==> config.mk <==
export PLATFORM = sky130hd
export DESIGN_NAME = if_id_stall_ctrl
export DESIGN_NICKNAME = d
export VERILOG_FILES = /design/src/rtl/if_id_stall_ctrl.sv
export SDC_FILE = /design/constraint.sdc
export NUM_CORES = 1
export LEC_CHECK = 0
export BUFFER_PORTS_ARGS = -buffer_cell sky130_fd_sc_hd__buf_2
export CAP_MARGIN = 20
export CORE_UTILIZATION = 50
export CTS_CLUSTER_SIZE = 24
export DETAILED_ROUTE_END_ITERATION = 16
export GPL_ROUTABILITY_DRIVEN = 0
export HOLD_SLACK_MARGIN = 0.08
export PLACE_DENSITY_LB_ADDON = 0.05
export SETUP_SLACK_MARGIN = 0.05
export SYNTH_ARGS = -nofsm -noshare
export SYNTH_HDL_FRONTEND = slang
export SYNTH_SLANG_ARGS = --single-unit
==> constraint.sdc <==
create_clock -name clk -period 2.7 [get_ports clk]
set_clock_uncertainty 0.15 [all_clocks]
set_input_delay 0.405 -clock clk [delete_from_list [all_inputs] [get_ports clk]]
set_output_delay 0.405 -clock clk [all_outputs]
set_load 0.02 [all_outputs]
==> src/rtl/if_id_stall_ctrl.sv <==
// if_id_stall_ctrl
// Front-end stall controller. It owns the fetch PC and the IF/ID pipeline
// register, and it produces the registered ID/EX bubble flag.
//  - A stall request (load-use or branch-operand) holds PC and IF/ID and
//    injects a bubble into EX. The PC is held, never rewound.
//  - A taken branch with no stall loads the word-aligned target and
//    flushes IF/ID to NOP.
//  - A watchdog moves to HALT on the (MAX_STALL+1)th consecutive stalled
//    edge. HALT freezes the front end and sets a sticky error; only rst
//    leaves HALT.
// Optional feature macro: STALL_PERF_CNT_EN adds saturating stall_cycles
// and flush_count performance counters. These counters freeze in HALT.
// All outputs come straight from flops, so no input reaches an output
// combinationally.

module if_id_stall_ctrl #(
  parameter int unsigned     PC_W      = 32,
  parameter logic [PC_W-1:0] RESET_PC  = {PC_W{1'b0}},
  parameter int unsigned     MAX_STALL = 4,
  parameter int unsigned     CNT_W     = 16
) (
  input  logic            clk,
  input  logic            rst,
  input  logic            hz_data_req,
  input  logic            hz_ctrl_req,
  input  logic            br_taken,
  input  logic [PC_W-1:0] br_target,
  input  logic [31:0]     imem_instr,
  output logic [PC_W-1:0] pc,
  output logic [31:0]     if_id_instr,
  output logic [PC_W-1:0] if_id_pc4,
  output logic            id_ex_bubble,
  output logic            stall_active,
`ifdef STALL_PERF_CNT_EN
  output logic [CNT_W-1:0] stall_cycles,
  output logic [CNT_W-1:0] flush_count,
`endif
  output logic            stall_err
);

  // The stall counter only needs to reach MAX_STALL, because it saturates there.
  localparam int unsigned       SCNT_W   = (MAX_STALL < 1) ? 1 : $clog2(MAX_STALL + 1);
  localparam logic [SCNT_W-1:0] SCNT_MAX = SCNT_W'(MAX_STALL);
  localparam logic [PC_W-1:0]   PC_STEP  = PC_W'(3'd4);

  typedef enum logic [1:0] {
    ST_RUN   = 2'b00,
    ST_STALL = 2'b01,
    ST_HALT  = 2'b10
  } state_e;

  state_e            state_q, state_d;
  logic [SCNT_W-1:0] stall_cnt_q, stall_cnt_d;
  logic [PC_W-1:0]   pc_q, pc_d;
  logic [31:0]       if_id_instr_q, if_id_instr_d;
  logic [PC_W-1:0]   if_id_pc4_q, if_id_pc4_d;
  logic              id_ex_bubble_q, id_ex_bubble_d;
  logic              stall_active_q, stall_active_d;
  logic              stall_err_q, stall_err_d;

  logic              stall_req;
  logic [PC_W-1:0]   pc_plus4;
  logic [PC_W-1:0]   redirect_pc;
  logic              stall_edge;
  logic              flush_edge;

  // The redirect target is forced to word alignment, so its low two bits are dropped.
  logic              br_tgt_lo_unused;

  assign stall_req        = hz_data_req | hz_ctrl_req;
  assign pc_plus4         = pc_q + PC_STEP;
  assign redirect_pc      = {br_target[PC_W-1:2], 2'b00};
  assign br_tgt_lo_unused = ^br_target[1:0];

`ifdef STALL_PERF_CNT_EN
  logic [CNT_W-1:0] stall_cycles_q, stall_cycles_d;
  logic [CNT_W-1:0] flush_count_q, flush_count_d;

  function automatic logic [CNT_W-1:0] sat_inc(input logic [CNT_W-1:0] v);
    if (&v) begin
      return v;
    end else begin
      return v + CNT_W'(1'b1);
    end
  endfunction
`endif

  // Next-state logic and register updates. Priority is stall, then redirect, then sequential.
  always_comb begin
    state_d        = state_q;
    stall_cnt_d    = stall_cnt_q;
    pc_d           = pc_q;
    if_id_instr_d  = if_id_instr_q;
    if_id_pc4_d    = if_id_pc4_q;
    id_ex_bubble_d = id_ex_bubble_q;
    stall_active_d = stall_active_q;
    stall_err_d    = stall_err_q;
    stall_edge     = 1'b0;
    flush_edge     = 1'b0;

    case (state_q)
      ST_HALT: begin
        // In HALT the front end is frozen and every input is ignored.
        id_ex_bubble_d = 1'b1;
        stall_active_d = 1'b1;
        stall_err_d    = 1'b1;
      end
      ST_RUN, ST_STALL: begin
        if (stall_req) begin
          // Hold PC and IF/ID. Any br_taken this cycle is deliberately dropped.
          stall_edge     = 1'b1;
          id_ex_bubble_d = 1'b1;
          stall_active_d = 1'b1;
          if (stall_cnt_q == SCNT_MAX) begin
            state_d     = ST_HALT;
            stall_err_d = 1'b1;
          end else begin
            state_d     = ST_STALL;
            stall_cnt_d = stall_cnt_q + SCNT_W'(1'b1);
          end
        end else if (br_taken) begin
          // Redirect, and turn the wrong-path fetch in IF/ID into a NOP.
          flush_edge     = 1'b1;
          pc_d           = redirect_pc;
          if_id_instr_d  = 32'h0000_0000;
          if_id_pc4_d    = {PC_W{1'b0}};
          id_ex_bubble_d = 1'b0;
          stall_active_d = 1'b0;
          stall_cnt_d    = {SCNT_W{1'b0}};
          state_d        = ST_RUN;
        end else begin
          // Sequential fetch. The PC wraps naturally modulo 2^PC_W.
          pc_d           = pc_plus4;
          if_id_instr_d  = imem_instr;
          if_id_pc4_d    = pc_plus4;
          id_ex_bubble_d = 1'b0;
          stall_active_d = 1'b0;
          stall_cnt_d    = {SCNT_W{1'b0}};
          state_d        = ST_RUN;
        end
      end
      default: begin
        // An unreachable encoding fails safe into HALT and sets the error.
        state_d        = ST_HALT;
        id_ex_bubble_d = 1'b1;
        stall_active_d = 1'b1;
        stall_err_d    = 1'b1;
      end
    endcase
  end

  // State and pipeline registers. The synchronous reset overrides every state, including HALT.
  always_ff @(posedge clk) begin
    if (rst) begin
      state_q        <= ST_RUN;
      stall_cnt_q    <= {SCNT_W{1'b0}};
      pc_q           <= RESET_PC;
      if_id_instr_q  <= 32'h0000_0000;
      if_id_pc4_q    <= {PC_W{1'b0}};
      id_ex_bubble_q <= 1'b1;
      stall_active_q <= 1'b0;
      stall_err_q    <= 1'b0;
    end else begin
      state_q        <= state_d;
      stall_cnt_q    <= stall_cnt_d;
      pc_q           <= pc_d;
      if_id_instr_q  <= if_id_instr_d;
      if_id_pc4_q    <= if_id_pc4_d;
      id_ex_bubble_q <= id_ex_bubble_d;
      stall_active_q <= stall_active_d;
      stall_err_q    <= stall_err_d;
    end
  end

`ifdef STALL_PERF_CNT_EN
  // Next values of the saturating performance counters. They only move on RUN/STALL edges.
  always_comb begin
    stall_cycles_d = stall_cycles_q;
    flush_count_d  = flush_count_q;
    if (stall_edge) begin
      stall_cycles_d = sat_inc(stall_cycles_q);
    end else begin
      stall_cycles_d = stall_cycles_q;
    end
    if (flush_edge) begin
      flush_count_d = sat_inc(flush_count_q);
    end else begin
      flush_count_d = flush_count_q;
    end
  end

  // Performance counter registers, cleared by rst.
  always_ff @(posedge clk) begin
    if (rst) begin
      stall_cycles_q <= {CNT_W{1'b0}};
      flush_count_q  <= {CNT_W{1'b0}};
    end else begin
      stall_cycles_q <= stall_cycles_d;
      flush_count_q  <= flush_count_d;
    end
  end

  assign stall_cycles = stall_cycles_q;
  assign flush_count  = flush_count_q;
`else
  // Without the counters, the edge strobes feed nothing.
  logic perf_edges_unused;
  assign perf_edges_unused = stall_edge ^ flush_edge;
`endif

  assign pc           = pc_q;
  assign if_id_instr  = if_id_instr_q;
  assign if_id_pc4    = if_id_pc4_q;
  assign id_ex_bubble = id_ex_bubble_q;
  assign stall_active = stall_active_q;
  assign stall_err    = stall_err_q;

endmodule

Yosys cells after proc, flatten, opt, wreduce, memory -nomap -nowiden. Cells that the tools add are included. W data, S select, Z words.

Input port bits: 69. Register bits after elaboration: 104. Output and inout bits: 99. Logic and storage cells: 36.

$add $sub $neg: 2. Mux-type cells: 13. Reductions and logical operators: 5. Eq/ne operators: 6. Bitwise gates (word level): 2.

Operators with widths (count): $mux W32 (3); $add A32 B3 Y32 const B (1); $mux W3 (2); $ne A2 B2 Y1 const B (3); $reduce_and A2 Y1 (3); $mux W1 (5); $mux W2 (2); $pmux W2 S2 (1); $add A3 B1 Y3 const B (1); $eq A3 B3 Y1 const B (1); $eq A2 B1 Y1 const B (1); $eq A2 B2 Y1 const B (1); $logic_not A2 Y1 (1); $reduce_or A2 Y1 (1); $not A1 Y1 (1); $or A1 B1 Y1 (1).

Longest topological paths before layout.
Depth in word-level cells: 4. Depth in mapped cells: 7.

Least setup slack after synthesis. No wires, ideal clock.

Path type: reg-to-reg. Start point: register pc_q[2] (netlist: pc[2]). End point: register pc_q[22] (netlist: pc[22]). Cell stages (with the launch flop): 7. Arrival: 2.257 ns. Period minus slack after synthesis: 2.486 ns. Data required time: 2.471 ns. Slack: 0.214 ns. Cell sequence: dfxtp_1 > ha_1 > nand3_1 > or4_1 > clkbuf_1 > or4b_1 > o211ai_1.

Cells in the longest elaborated chain, start to end: 2.

RTL lines: start: declaration (line 54) `logic [PC_W-1:0] pc_q, pc_d;`; start signal: assignment (line 166) `pc_q <= pc_d;`; $add A32 B3 Y32 (line 71) `assign pc_plus4 = pc_q + PC_STEP;`; $mux W32 (line 121) `end else if (br_taken) begin`.

Every way passes these cells. A chain may end at the register's enable or synchronous reset.

Final worst setup path.
Start point: register pc_q[11] (netlist: pc[11]). End point: register pc_q[26] (netlist: pc[26]).

The elaborated chain is that of the path after synthesis.

==> tab_implementation.tex <==
\begin{tabular}{lr}
\hline
Metric & Value \\
\hline
\multicolumn{2}{l}{\textbf{Yosys}} \\
\quad Gate count of the mapped netlist & around 550 \\
\quad Main flop type after synthesis & dfxtp\_1 \\
\quad Seq cells post-synth & 100 \\
\quad Number of unique standard cell types used by synthesis & 55 \\
\quad Top cell type's share of synthesized area & 0.4291 \\
\quad Number of flops mapped to enable cells by yosys & 0 \\
\quad FFs w/ async S/R, synth & 0 \\
\quad Leading post-synthesis cells by cell area & dfxtp\_1, a22o\_1, nand2\_1, nand3\_1, clkbuf\_1 \\
\quad Post-synthesis average cell area & about 8.5 um\^{}2 \\
\quad Sequential fraction of the synthesis area & 0.4291 \\
\quad Yosys warnings & 0 \\
\quad Post-synthesis instance area & 4666 um\^{}2 \\
\quad Largest area contributor in the synthesized netlist & dfxtp\_1 \\
\multicolumn{2}{l}{\textbf{Flow run}} \\
\quad Max-Cap Viols & 0 \\
\multicolumn{2}{l}{\textbf{Die}} \\
\quad Effective utilization at floorplan & 0.5248 \\
\quad Die Outline Area & 9722 um\^{}2 \\
\quad Die height & just under 100 um \\
\quad I/O pin count & between 150 and 200 \\
\quad Die X-Extent & 98.60 um \\
\quad Rows & 34 \\
\quad Area of the core & 8891 um\^{}2 \\
\multicolumn{2}{l}{\textbf{Layout}} \\
\quad Register Area & 2002 um\^{}2 \\
\quad Number of nets in the layout & 782 \\
\quad Post-route cell area & 5968 um\^{}2 \\
\quad Layout overhead on the synthesized area & 27.92\% \\
\quad Total area of multi-input combinational cells & 2412 um\^{}2 \\
\quad Fraction of final layout cells with drive strength greater than 1 & 0.3105 \\
\quad Count of fill cells added during filler insertion & between 700 and 800 \\
\quad Most common library cell in the layout ignoring fill and taps & buf\_2 \\
\quad Leading cell types in the layout, fill and taps excluded & buf\_2, dfxtp\_1, nand2\_1 \\
\quad Core Util, Final & 0.6713 \\
\quad Number of diodes & 0 \\
\multicolumn{2}{l}{\textbf{Critical path}} \\
\quad Worst reg2reg path depth & 4 \\
\quad WP data arrival & 2.54 ns \\
\quad Worst reg2reg path endpoint & pc[26]\$\_SDFFE\_PP0P\_ \\
\quad RR Startpoint & pc[11]\$\_SDFFE\_PP0P\_ \\
\quad Required time of the critical path & 2.80 ns \\
\quad Worst Setup Path Type & flip-flop to flip-flop \\
\quad Type of destination of the critical path & flip-flop \\
\quad Critical path fanouts, max & 9 \\
\quad Register-to-register path setup slack & $\sim$0.26 ns \\
\quad Launch point of the critical path & pc[11]\$\_SDFFE\_PP0P\_ \\
\quad Element type at the critical path start & flip-flop \\
\multicolumn{2}{l}{\textbf{Global routing}} \\
\quad First-pass GRT wire length & 22.71 mm \\
\quad Overflow after GRT & 0 \\
\quad Antenna violations before repair & 0 \\
\quad Total track usage & 0.2888 \\
\quad Number of global-route vias before repair & 4547 \\
\quad Maximum number of pins on one net before global-route repair & 37 \\
\multicolumn{2}{l}{\textbf{Timing}} \\
\quad Pins Over Slew Limit & 0 \\
\quad Total count of hold-check failures in the final report & 0 \\
\quad Tcrit/Tclk final & 0.9037 \\
\quad Max-slew headroom at the worst pin & 0.6327 \\
\quad RSZ-0062 raised after global routing & no \\
\quad Number of endpoints failing setup at the final stage & 0 \\
\quad Worst hold margin & roughly 0.085 ns \\
\quad Min Tclk post-route & 2.440 ns \\
\quad Final WS setup & between 0.2 and 0.3 ns \\
\quad Max Freq & 409.8 MHz \\
\quad Slew of the pin with the lowest slew margin & 0.5497 ns \\
\quad Setup\_tns & 0 ns \\
\multicolumn{2}{l}{\textbf{CTS}} \\
\quad Number of buffers added for setup after CTS & 0 \\
\quad CTS sink cnt & 100 \\
\quad CTS tree & yes \\
\quad Clock Tree Buf Depth & 2 \\
\quad H-tree Lvls & 3 \\
\quad Number of buffers created by CTS & 9 \\
\quad Insertion delay to the later sink of the worst-skew pair & $\sim$0.37 ns \\
\quad CTS root buffer & clkbuf\_8 \\
\quad Clock-pin transition on the worst setup and hold timing paths & 0.11 ns \\
\quad Resized cells post-CTS & 0 \\
\multicolumn{2}{l}{\textbf{Drt}} \\
\quad Wirelength, routed & 13.72 mm \\
\quad Total vias in the final route & a little under 5000 \\
\quad Via/cell ratio & 5.939 \\
\quad Post-DR wirelength/cell & roughly 17 um \\
\quad Residual DRC count & 0 \\
\quad Number of nets with antenna violations after detailed routing & 0 \\
\quad Number of detailed-routing iterations run before antenna repair & 5 \\
\quad Iteration-0 DRC Markers & 204 \\
\multicolumn{2}{l}{\textbf{Power}} \\
\quad Worst ir drop on vdd & 0.0003075 V \\
\quad Leak Pwr & between 0.002 and 0.003 uW \\
\quad Power density relative to cell area & 500.9 nW/um\^{}2 \\
\multicolumn{2}{l}{\textbf{Placed design}} \\
\quad Number of I/O port buffers & 163 \\
\quad Pre-CTS setup slack & 0.3029 ns \\
\quad Placement Cell Area & $\sim$5700 um\^{}2 \\
\quad Sum of net half-perimeters after detailed placement & roughly 9.7 mm \\
\multicolumn{2}{l}{\textbf{Worst hold path}} \\
\quad WHS Path Cells & 2 \\
\quad Launch instance of the worst min-delay path & imem\_instr[2] \\
\quad Type of the most critical hold path & input pin to flip-flop \\
\quad Capture endpoint of the worst hold path & if\_id\_instr[2]\$\_SDFFE\_PP0P\_ \\
\multicolumn{2}{l}{\textbf{Run status}} \\
\quad Result of the run & complete, no violations \\
\hline
\end{tabular}
## area by class of cell
class                      count  area share
clock buffer                   9     0.02075
clock inverter                 7     0.01342
inverter                       9    0.005660
multi-input combinational    383      0.4042
sequential                   100      0.3354
tap                          108     0.02264
timing repair buffer         207      0.1979
## state kept, by name (all words and copies together), names as in the netlist
name          cells
state_q           1
id_ex_bubble      1
stall_err         1
pc               30
if_id_instr      32
stall_cnt_q       3
if_id_pc4        31
stall_active      1
## critical path: stages, from the launching register on
cell	delay [ns]
dfxtp_1	0.49
nand4_1	0.25
or4_4	0.64
o2111a_1	0.28
or4_1	0.51
## synthesized netlist by cell type, drive strengths merged (3+ instances only)
cell,instances
a31oi,14
o311ai,7
and3,14
buf,17
nand4b,4
o211ai,19
and2,3
clkbuf,40
nor4,10
xnor2,8
xor2,3
ha,3
nor2,26
o31ai,6
dfxtp,100
nand2,56
a21oi,18
nand4,19
a22o,36
o21ai,19
a22oi,7
nor3,17
or3,9
a32o,4
o21a,3
nand3,37
or4,13
and4,4
inv,7
## per-layer routing
layer  track usage  share of wire
met5             0              0
met4       0.07922          0.010
met3       0.04965          0.061
met2        0.4897           0.48
met1        0.3801           0.45
## metrics by stage
step / total power (uW) / std cells
6_report: 2989 / 823
5_1_grt: 3106 / 823
4_1_cts: 2995 / 823
3_5_place_dp: 2001 / 798
3_3_place_gp: 1992 / 798
2_1_floorplan: 1830 / 549
## where the power goes
group	switching [uW]	leakage (uW)	internal, uW
Combinational	247	0.00172	164
Clock	564	0.000103	444
Sequential	47.8	0.000812	1520
## worst max path at each step
stage | endpoint | slack, ns | cells past startpoint
after floorplan | pc[22]$_SDFFE_PP0P_ | 0.21 | 6
after global placement | pc[26]$_SDFFE_PP0P_ | 0.35 | 4
after detailed placement | pc[26]$_SDFFE_PP0P_ | 0.30 | 4
after CTS | pc[26]$_SDFFE_PP0P_ | 0.29 | 4
after global routing | pc[22]$_SDFFE_PP0P_ | 0.18 | 5
final | pc[26]$_SDFFE_PP0P_ | 0.26 | 4
## logic make-up after synthesis
group	count (synthesis)	synth area share
AND/OR/NAND/NOR	216	0.2448
AO/OA/AOI/OAI	149	0.2330
flip-flops	100	0.4291
buffers and inverters	66	0.05926
XOR/XNOR	11	0.02065
adder cells (fa/ha/maj)	3	0.008046
multiplexers	2	0.004291
other	1	0.0008037
## timing repair
| action | 4_1_cts | 5_1_grt |
|---|---|---|
| hold endpoints to repair | 9 | 0 |
| setup endpoints to repair | 0 | 0 |
| hold buffers | 9 | 0 |
(Power assumes the default switching activity.)
